**config.mk**
```make
export PLATFORM = sky130hd
export DESIGN_NAME = fp_to_int_hs
export DESIGN_NICKNAME = d
export VERILOG_FILES = /design/src/rtl/fp_to_int_hs.sv
export SDC_FILE = /design/constraint.sdc
export NUM_CORES = 1
export LEC_CHECK = 0
export ABC_AREA = 0
export ABC_CLOCK_PERIOD_IN_PS = 3900
export BUFFER_PORTS_ARGS = -buffer_cell sky130_fd_sc_hd__buf_4
export CORE_AREA = 10 10 240 151
export CTS_CLUSTER_DIAMETER = 100
export CTS_CLUSTER_SIZE = 40
export DETAILED_ROUTE_END_ITERATION = 7
export DIE_AREA = 0 0 250 161
export PLACE_DENSITY = 0.53
export SLEW_MARGIN = 20
export SYNTH_ARGS = -nofsm -noshare
export SYNTH_HDL_FRONTEND = slang
export SYNTH_SLANG_ARGS = --single-unit
```
**constraint.sdc**
```tcl
create_clock -name clk -period 3.9 [get_ports clk]
set_input_delay 0.195 -clock clk [delete_from_list [all_inputs] [get_ports clk]]
set_output_delay 0.195 -clock clk [all_outputs]
set_load 0.005 [all_outputs]
```
**src/rtl/fp_to_int_hs.sv**
```systemverilog
// Floating-point to integer converter with stb/ack handshakes on both channels.
// Supports truncation or round-to-nearest-even, signed/unsigned output, saturation and {invalid, overflow, inexact} flags.
module fp_to_int_hs #(
    parameter int EXP_W      = 8,
    parameter int MAN_W      = 23,
    parameter int INT_W      = 32,
    parameter bit SIGNED_OUT = 1'b1
) (
    input  logic                   clk,
    input  logic                   rst,
    input  logic [EXP_W+MAN_W:0]   input_a,
    input  logic                   input_a_stb,
    output logic                   input_a_ack,
    input  logic                   rnd_mode,
    output logic [INT_W-1:0]       output_z,
    output logic                   output_z_stb,
    input  logic                   output_z_ack,
    output logic [2:0]             output_flags
);

    localparam int FW   = 1 + EXP_W + MAN_W;
    localparam int EW   = EXP_W + 2;
    localparam int SH_W = $clog2(INT_W + 1);
    localparam int WIDE = MAN_W + 1 + INT_W;
    localparam int MW   = INT_W + 2;
    localparam int BIAS = (1 << (EXP_W - 1)) - 1;

    localparam logic signed [EW-1:0] BIAS_S   = EW'(BIAS);
    localparam logic [INT_W-1:0]     ALL_ONES = {INT_W{1'b1}};
    localparam logic [INT_W-1:0]     S_MIN    = {1'b1, {(INT_W-1){1'b0}}};
    localparam logic [INT_W-1:0]     POS_SAT  = SIGNED_OUT ? (ALL_ONES >> 1) : ALL_ONES;
    localparam logic [INT_W-1:0]     NEG_SAT  = SIGNED_OUT ? S_MIN : {INT_W{1'b0}};
    localparam logic [MW-1:0]        POS_LIM  = MW'(POS_SAT);
    localparam logic [MW-1:0]        NEG_LIM  = MW'(NEG_SAT);

    typedef enum logic [2:0] {GET_A, UNPACK, ALIGN, ROUND, PUT_Z} state_t;
    typedef enum logic [1:0] {CLS_ZERO, CLS_NORM, CLS_INF, CLS_NAN} cls_t;

    state_t state, state_n;
    logic   accept, deliver;

    // Captured operand
    logic [FW-1:0]    a_q;
    logic             rnd_q;

    // Unpack stage
    logic                 sign_u;
    logic signed [EW-1:0] e_u;
    logic [MAN_W-1:0]     frac_u;
    cls_t                 cls_u;

    // Align stage
    logic             sign_l;
    cls_t             cls_l;
    logic [INT_W:0]   int_l;
    logic             guard_l, sticky_l, big_l;

    // Combinational stage results
    logic [EXP_W-1:0]     exp_f;
    logic [MAN_W-1:0]     frac_f;
    logic signed [EW-1:0] e_n;
    cls_t                 cls_n;
    logic [WIDE-1:0]      wide;
    logic [INT_W:0]       int_n;
    logic                 guard_n, sticky_n, big_n;
    int                   e_int;
    logic                 inc;
    logic [MW-1:0]        mag;
    logic [INT_W-1:0]     z_n;
    logic [2:0]           flags_n;

    always_ff @(posedge clk or posedge rst) begin
        if (rst) state <= GET_A;
        else     state <= state_n;
    end

    // NOTE: every signal driven in an always_comb gets a default first, so no path can infer a latch.
    always_comb begin
        state_n = state;
        accept  = 1'b0;
        deliver = 1'b0;
        case (state)
            GET_A: begin
                if (input_a_stb && input_a_ack) begin
                    accept  = 1'b1;
                    state_n = UNPACK;
                end
            end
            UNPACK: state_n = ALIGN;
            ALIGN:  state_n = ROUND;
            ROUND:  state_n = PUT_Z;
            PUT_Z: begin
                if (output_z_stb && output_z_ack) begin
                    deliver = 1'b1;
                    state_n = GET_A;
                end
            end
            default: state_n = GET_A;
        endcase
    end

    always_comb begin
        exp_f  = a_q[FW-2:MAN_W];
        frac_f = a_q[MAN_W-1:0];
        e_n    = $signed({2'b00, exp_f}) - BIAS_S;
        if (exp_f == '0)
            cls_n = CLS_ZERO;
        else if (exp_f == '1)
            cls_n = (frac_f != '0) ? CLS_NAN : CLS_INF;
        else
            cls_n = CLS_NORM;
    end

    // Exponents past INT_W cannot fit in either output format, so they skip the shifter.
    always_comb begin
        int_n    = '0;
        guard_n  = 1'b0;
        sticky_n = 1'b0;
        big_n    = 1'b0;
        wide     = '0;
        e_int    = int'(e_u);
        case (cls_u)
            CLS_ZERO: sticky_n = |frac_u;
            CLS_NORM: begin
                if (e_int > INT_W) begin
                    big_n = 1'b1;
                end else if (e_int >= 0) begin
                    wide     = WIDE'({1'b1, frac_u}) << e_u[SH_W-1:0];
                    int_n    = wide[WIDE-1:MAN_W];
                    guard_n  = wide[MAN_W-1];
                    sticky_n = |wide[MAN_W-2:0];
                end else if (e_int == -1) begin
                    guard_n  = 1'b1;
                    sticky_n = |frac_u;
                end else begin
                    sticky_n = 1'b1;
                end
            end
            default: ;
        endcase
    end

    always_comb begin
        inc     = rnd_q && guard_l && (sticky_l || int_l[0]);
        mag     = {1'b0, int_l} + MW'(inc);
        z_n     = '0;
        flags_n = 3'b000;
        case (cls_l)
            CLS_NAN: begin
                flags_n = 3'b100;
                z_n     = SIGNED_OUT ? S_MIN : ALL_ONES;
            end
            CLS_INF: begin
                flags_n = 3'b100;
                z_n     = sign_l ? NEG_SAT : POS_SAT;
            end
            default: begin
                if (big_l || (sign_l ? (mag > NEG_LIM) : (mag > POS_LIM))) begin
                    flags_n = 3'b010;
                    z_n     = sign_l ? NEG_SAT : POS_SAT;
                end else begin
                    z_n     = sign_l ? -mag[INT_W-1:0] : mag[INT_W-1:0];
                    flags_n = {2'b00, guard_l | sticky_l};
                end
            end
        endcase
    end

    // NOTE: sequential state uses non-blocking assignments so every register samples pre-edge values.
    always_ff @(posedge clk or posedge rst) begin
        if (rst) begin
            a_q          <= '0;
            rnd_q        <= 1'b0;
            sign_u       <= 1'b0;
            e_u          <= '0;
            frac_u       <= '0;
            cls_u        <= CLS_ZERO;
            sign_l       <= 1'b0;
            cls_l        <= CLS_ZERO;
            int_l        <= '0;
            guard_l      <= 1'b0;
            sticky_l     <= 1'b0;
            big_l        <= 1'b0;
            input_a_ack  <= 1'b0;
            output_z     <= '0;
            output_z_stb <= 1'b0;
            output_flags <= 3'b000;
        end else begin
            if (state == GET_A && !input_a_ack)
                input_a_ack <= 1'b1;
            if (accept) begin
                a_q         <= input_a;
                rnd_q       <= rnd_mode;
                input_a_ack <= 1'b0;
            end
            if (state == UNPACK) begin
                sign_u <= a_q[FW-1];
                e_u    <= e_n;
                frac_u <= frac_f;
                cls_u  <= cls_n;
            end
            if (state == ALIGN) begin
                sign_l   <= sign_u;
                cls_l    <= cls_u;
                int_l    <= int_n;
                guard_l  <= guard_n;
                sticky_l <= sticky_n;
                big_l    <= big_n;
            end
            if (state == ROUND) begin
                output_z     <= z_n;
                output_flags <= flags_n;
            end
            // Strobe rises one cycle after the result registers settle.
            if (state == PUT_Z && !output_z_stb)
                output_z_stb <= 1'b1;
            if (deliver) begin
                output_z_stb <= 1'b0;
                input_a_ack  <= 1'b1;
            end
        end
    end

endmodule

```
# ---- Yosys cells after proc, flatten, opt, wreduce, memory -nomap -nowiden
# Cells that the tools add are included.
dict set report word_totals {
  regBits 147
  in_bits 37
  out_inout_bits 37
  elab_cells 92
}
dict set report classes {
  n_addsub 3
  magnitude_cmp 4
  n_eq_ne 11
  shifts 1
  muxes 35
  bitwise 1
  reduce_logical 20
}
# op n
set op_table {}
lappend op_table {{$mux W33} 3}
lappend op_table {{$mux W32} 3}
lappend op_table {{$pmux W32 S2} 1}
lappend op_table {{$shl A24 B6 Y56} 1}
lappend op_table {{$add A33 B1 Y34} 1}
lappend op_table {{$gt A34 B31 Y1 const B} 1}
lappend op_table {{$gt A34 B32 Y1 const B} 1}
lappend op_table {{$neg A32 Y32} 1}
lappend op_table {{$reduce_bool A23 Y1} 1}
lappend op_table {{$reduce_or A23 Y1} 1}
lappend op_table {{$reduce_or A22 Y1} 1}
lappend op_table {{$mux W1} 20}
lappend op_table {{$pmux W3 S5} 1}
lappend op_table {{$eq A9 B1 Y1 const B} 1}
lappend op_table {{$ge A9 B1 Y1 const B} 1}
lappend op_table {{$gt A9 B7 Y1 const B} 1}
lappend op_table {{$mux W3} 3}
lappend op_table {{$sub A8 B7 Y9 const B} 1}
lappend op_table {{$eq A8 B8 Y1 const B} 1}
lappend op_table {{$logic_not A8 Y1} 1}
lappend op_table {{$eq A3 B2 Y1 const B} 2}
lappend op_table {{$logic_and A1 B1 Y1} 6}
lappend op_table {{$mux W2} 3}
lappend op_table {{$eq A2 B2 Y1 const B} 2}
lappend op_table {{14 further kinds} 17}

# ---- Longest topological paths before layout
dict set report depth {
  word_depth 8
  mapped_depth 15
  depth_no_buf 14
}

# ---- Least setup slack after synthesis
# Ideal clock, no wire load.
dict set report synth_timing {
  path_type {reg-to-reg}
  start {reg int_l[0]}
  end {reg output_z[21]}
  setup_ns 0.137
  arrival_time_ns 3.480
  required_time_ns 3.763
  path_slack_ns 0.283
  path_stages_with_launch 16
  path_buffers 1
  period_less_slack_ns 3.617
  cell_sequence {dfrtp_1 > o211a_1 > ha_1 > ha_1 > inv_1 > ha_1 > or4b_1 > o31ai_1 > o21ai_1 > nor2_1 > nand3_1 > nor3_2 > a41oi_1 > buf_2 > nor3_1 > o221ai_2}
}
dict set report synth_via {
  elab_chain_len 8
  elab_cells_between_ends 11
  classes_between {add/sub: 2; order compare: 2; mux: 4; reduce/logical: 3}
}
# element line_no
set synth_rtl {}
lappend synth_rtl {{from (decl)} 55} ;# logic [INT_W:0] int_l;
lappend synth_rtl {{from (signal assigned)} 205} ;# int_l <= int_n;
lappend synth_rtl {{$logic_or A1 B1 Y1} 144} ;# inc = rnd_q && guard_l && (sticky_l || int_l[0]);
lappend synth_rtl {{$logic_and A1 B1 Y1} 144}
lappend synth_rtl {{$add A33 B1 Y34 (*)} 145} ;# mag = {1'b0, int_l} + MW'(inc);
lappend synth_rtl {{$gt A34 B31 Y1 or $gt A34 B32 Y1 (tied branches)} 158} ;# if (big_l || (sign_l ? (mag > NEG_LIM) : (mag > POS_LIM))) begin
lappend synth_rtl {{$mux W1} 158}
lappend synth_rtl {{$logic_or A1 B1 Y1} 158}
lappend synth_rtl {{$mux W32 (*)} 158}
lappend synth_rtl {{$pmux W32 S2 (*)} 148} ;# case (cls_l)
lappend synth_rtl {{to (signal assigned)} 211} ;# output_z <= z_n;
lappend synth_rtl {{to (decl)} 15} ;# output logic [INT_W-1:0] output_z,
# Mark *: on every way between the ends. The rest lies on a longest branch, timed or not.
# A chain may end at the register's enable or synchronous reset.

# ---- Worst setup path in the final report
dict set report layout_timing {
  start {reg int_l[0]}
  end {reg output_z[30]}
}
# The elaborated chain is that of the path after synthesis.

==> flow_summary.json <==
{
  "cts.reportedPaths.clkPinSlew_ps": 70,
  "report.final.setup_viol": 0,
  "synthDominantCellAreaShare_pct": 39.1,
  "flip_flop_cell_with_the_highest_count_after_synthesis": "sky130_fd_sc_hd__dfrtp_1",
  "layout.cells.non_filler": 1579,
  "detailedPlacementHpwl_um": 22500,
  "num_antenna_cells": 0,
  "die-area_mm2": 0.0403,
  "crit_path_leading_delay_family": "simple AND/OR/NAND/NOR gates",
  "mostFrequentLayoutCell": "sky130_fd_sc_hd__nand2_1",
  "min_period_over_period_pct": 95.3,
  "critical_path_buf_inv_count": 0,
  "yosys_warnings": 0,
  "worst_margin_slew_ps": 907,
  "global_route_wire_length_before_repair_um": 48900,
  "critPathRequiredTime_ps": 4260,
  "final_max_slew_viol_count": 0,
  "floorplan.die.width_um": 250,
  "worst_hold_slack_ps": 23.8,
  "library_cells_used_by_synthesis": 72,
  "grtUsageTotal_pct": 15.0,
  "initial_utilization_pct": 29.6,
  "cts.root.buffer_cell": "sky130_fd_sc_hd__clkbuf_16",
  "routabilityCongestion": 0.942,
  "cts_sinks": 147,
  "post_route_cells_drive_above_1_share_pct": 22.9,
  "power.leakage_nw": 5.10,
  "vias_in_the_first_global_route": 8286,
  "design.core.area_mm2": 0.0318,
  "number_of_nets_in_the_finished_design": 1185,
  "vias": 8388,
  "final_hold_viol_count": 0,
  "place_inst": 1508,
  "port_buffers": 73,
  "timing.max_cap.violations": 0,
  "antenna_left": 0,
  "final_area_mm2": 0.0116,
  "largest_net_degree_at_the_start_of_global_routing": 86,
  "tritoncts": "built",
  "drtPass1Iterations": 7,
  "pwr_density_cell_mw_per_mm2": 985,
  "die_span_in_y_um": 161,
  "power.ir.vdd_worst_mv": 0.407,
  "number_of_synthesized_flops_with_an_enable_pin": 0,
  "critPathMostFrequentCell": "sky130_fd_sc_hd__ha_1",
  "syn_inst": 1036,
  "number_of_top_level_pins": 74,
  "route.detailed.vias_per_inst": 5.31,
  "synth_area_leader_cell": "sky130_fd_sc_hd__dfrtp_1",
  "final_period_minus_worst_setup_slack_ps": 3720,
  "grt_overflow_total": 0,
  "antenna_found_initial": 0,
  "synth-seq-cells": 147,
  "mean_post_synth_cell_area_um2": 9.09,
  "synthArstFlopShare_pct": 100,
  "worst_slack_ps": 182,
  "worst-endpoint-arrival_ps": 4080,
  "post_drt_wl_per_cell_um": 18.9,
  "post-route-drc-count": 0,
  "criticalPathCategory": "reg -> reg",
  "drt_iter0_drcs": 837,
  "cells_taking_the_most_area_after_synthesis": "sky130_fd_sc_hd__dfrtp_1 (39%), sky130_fd_sc_hd__nand2_1 (7.7%), sky130_fd_sc_hd__mux2_2 (6.6%)",
  "worstSkewPairLatency_ps": 450,
  "rsz0062_at_grt": "false",
  "tritoncts.num_buffers": 17,
  "worst_slew_margin_relative_to_its_limit_pct": 39.6,
  "utilization_pct": 36.5,
  "largest_fanout_on_the_critical_path": 12,
  "synth-seq-area-share_pct": 39.1,
  "dpl_cell_area_mm2": 0.0106,
  "sort_of_element_at_the_start_of_the_critical_path": "flop",
  "flow.area_growth_from_synthesis_pct": 23.4,
  "cp_slowest_cell": "sky130_fd_sc_hd__nor4_2",
  "route.final.wire_length_um": 29900,
  "cpPeakStageDelay_ps": 490,
  "htree_num_levels": 4,
  "cts-root-to-sink-buffers": 2,
  "post_syn_area_mm2": 0.00941,
  "hp-class": "in -> reg",
  "placementRows": 51,
  "net_count_of_the_mapped_netlist": 1079,
  "outcome": "finished clean",
  "placement.setup.worst_slack_ps": -38.8,
  "cp-end-kind": "flop",
  "crit_path_cell_trace": "o211a_1 > ha_1 > ha_1 > and3_1 > xnor2_1 > a31oi_1 > nor4_2 > nand3_2 > nor3_4 > a41oi_2 > nand2b_2 > o21ai_0",
  "fmaxAchievable_ghz": 0.269,
  "finalClockSkew_ps": 10.5,
  "mostFrequentLayoutCells": "sky130_fd_sc_hd__nand2_1 (194), sky130_fd_sc_hd__dfrtp_1 (146), sky130_fd_sc_hd__buf_4 (121), sky130_fd_sc_hd__a21oi_1 (60), sky130_fd_sc_hd__mux2_2 (55)"
}
report_power, final:
part           internal (mW)  total [mW]  leakage, nW  switching, mW
clock                  0.917        1.68        0.288          0.759
sequential              2.13        2.94         1.88          0.803
combinational           3.03        6.83         2.93           3.80
flip-flops by register name, indices dropped and copies added, names as in the netlist:
register,cells
output_z_stb,1
a_q,32
cls_l,2
output_flags,3
cls_u,2
sign_l,1
sticky_l,1
input_a_ack,1
e_u,9
sign_u,1
state,3
output_z,32
int_l,33
rnd_q,1
guard_l,1
frac_u,23
big_l,1
synth_stat cells, types with 19 or more instances:
cell and count:
sky130_fd_sc_hd__nor4_1 21, sky130_fd_sc_hd__o21ai_1 20, sky130_fd_sc_hd__mux2i_1 28, sky130_fd_sc_hd__inv_1 19, sky130_fd_sc_hd__mux2_2 55, sky130_fd_sc_hd__nor2_1 50, sky130_fd_sc_hd__a21oi_1 60, sky130_fd_sc_hd__dfrtp_1 147
sky130_fd_sc_hd__nand3_1 26, sky130_fd_sc_hd__xnor2_1 32, sky130_fd_sc_hd__o21ai_0 53, sky130_fd_sc_hd__nand2_1 194, sky130_fd_sc_hd__nor3_1 24, sky130_fd_sc_hd__clkbuf_1 48, sky130_fd_sc_hd__xor2_1 22
stage by stage:
step                      TNS [ps]  power, mW
after global routing             0       12.3
after floorplan                  0       7.17
final                            0       11.4
after CTS                        0       11.2
after detailed placement     -76.2       9.47
after global placement           0       9.41
per-layer routing:
layer  track usage (%)  share of wire (%)
met3              3.92                6.7
met4              2.86               0.59
met1              23.5                 53
met2              19.6                 39
met5                 0                  0
cells by family after synthesis:
group	share of synthesized area, %
and+or+nand+nor	21.9
adders and majority gates	0.797
xor gates and xnor gates	5.02
buffers and inverters	3.87
DFF	39.1
AOI/OAI and AO/OA	15.7
muxes	13.6
final timing paths:
kind,from,endpoint,slack (ps),cells past startpoint
max,int_l[0],output_z[30],180,12
min,rnd_mode,rnd_q,20,2
max reg2reg,int_l[0],output_z[30],180,12
min reg2reg,a_q[31],sign_u,480,2
max in group asynchronous,rst,e_u[0],2600,4
min in group asynchronous,rst,frac_u[13],360,3
layout make-up:
type,count,area (um2)
Clock buffer,18,439
Clock inverter,14,143
Fill cell,3212,20200
Inverter,20,78.8
Multi-Input combinational cell,799,5450
Sequential cell,147,3680
Tap cell,424,531
Timing Repair Buffer,157,1300
what timing repair did:
action,CTS,global route
buffers inserted,0,5
gates cloned,0,0
hold endpoints to repair,52,0
resized for setup,1,10
setup endpoints to repair,12,33
hold buffers,33,0
pin swaps,0,5
Note: power is estimated with default switching activity, not from simulation.
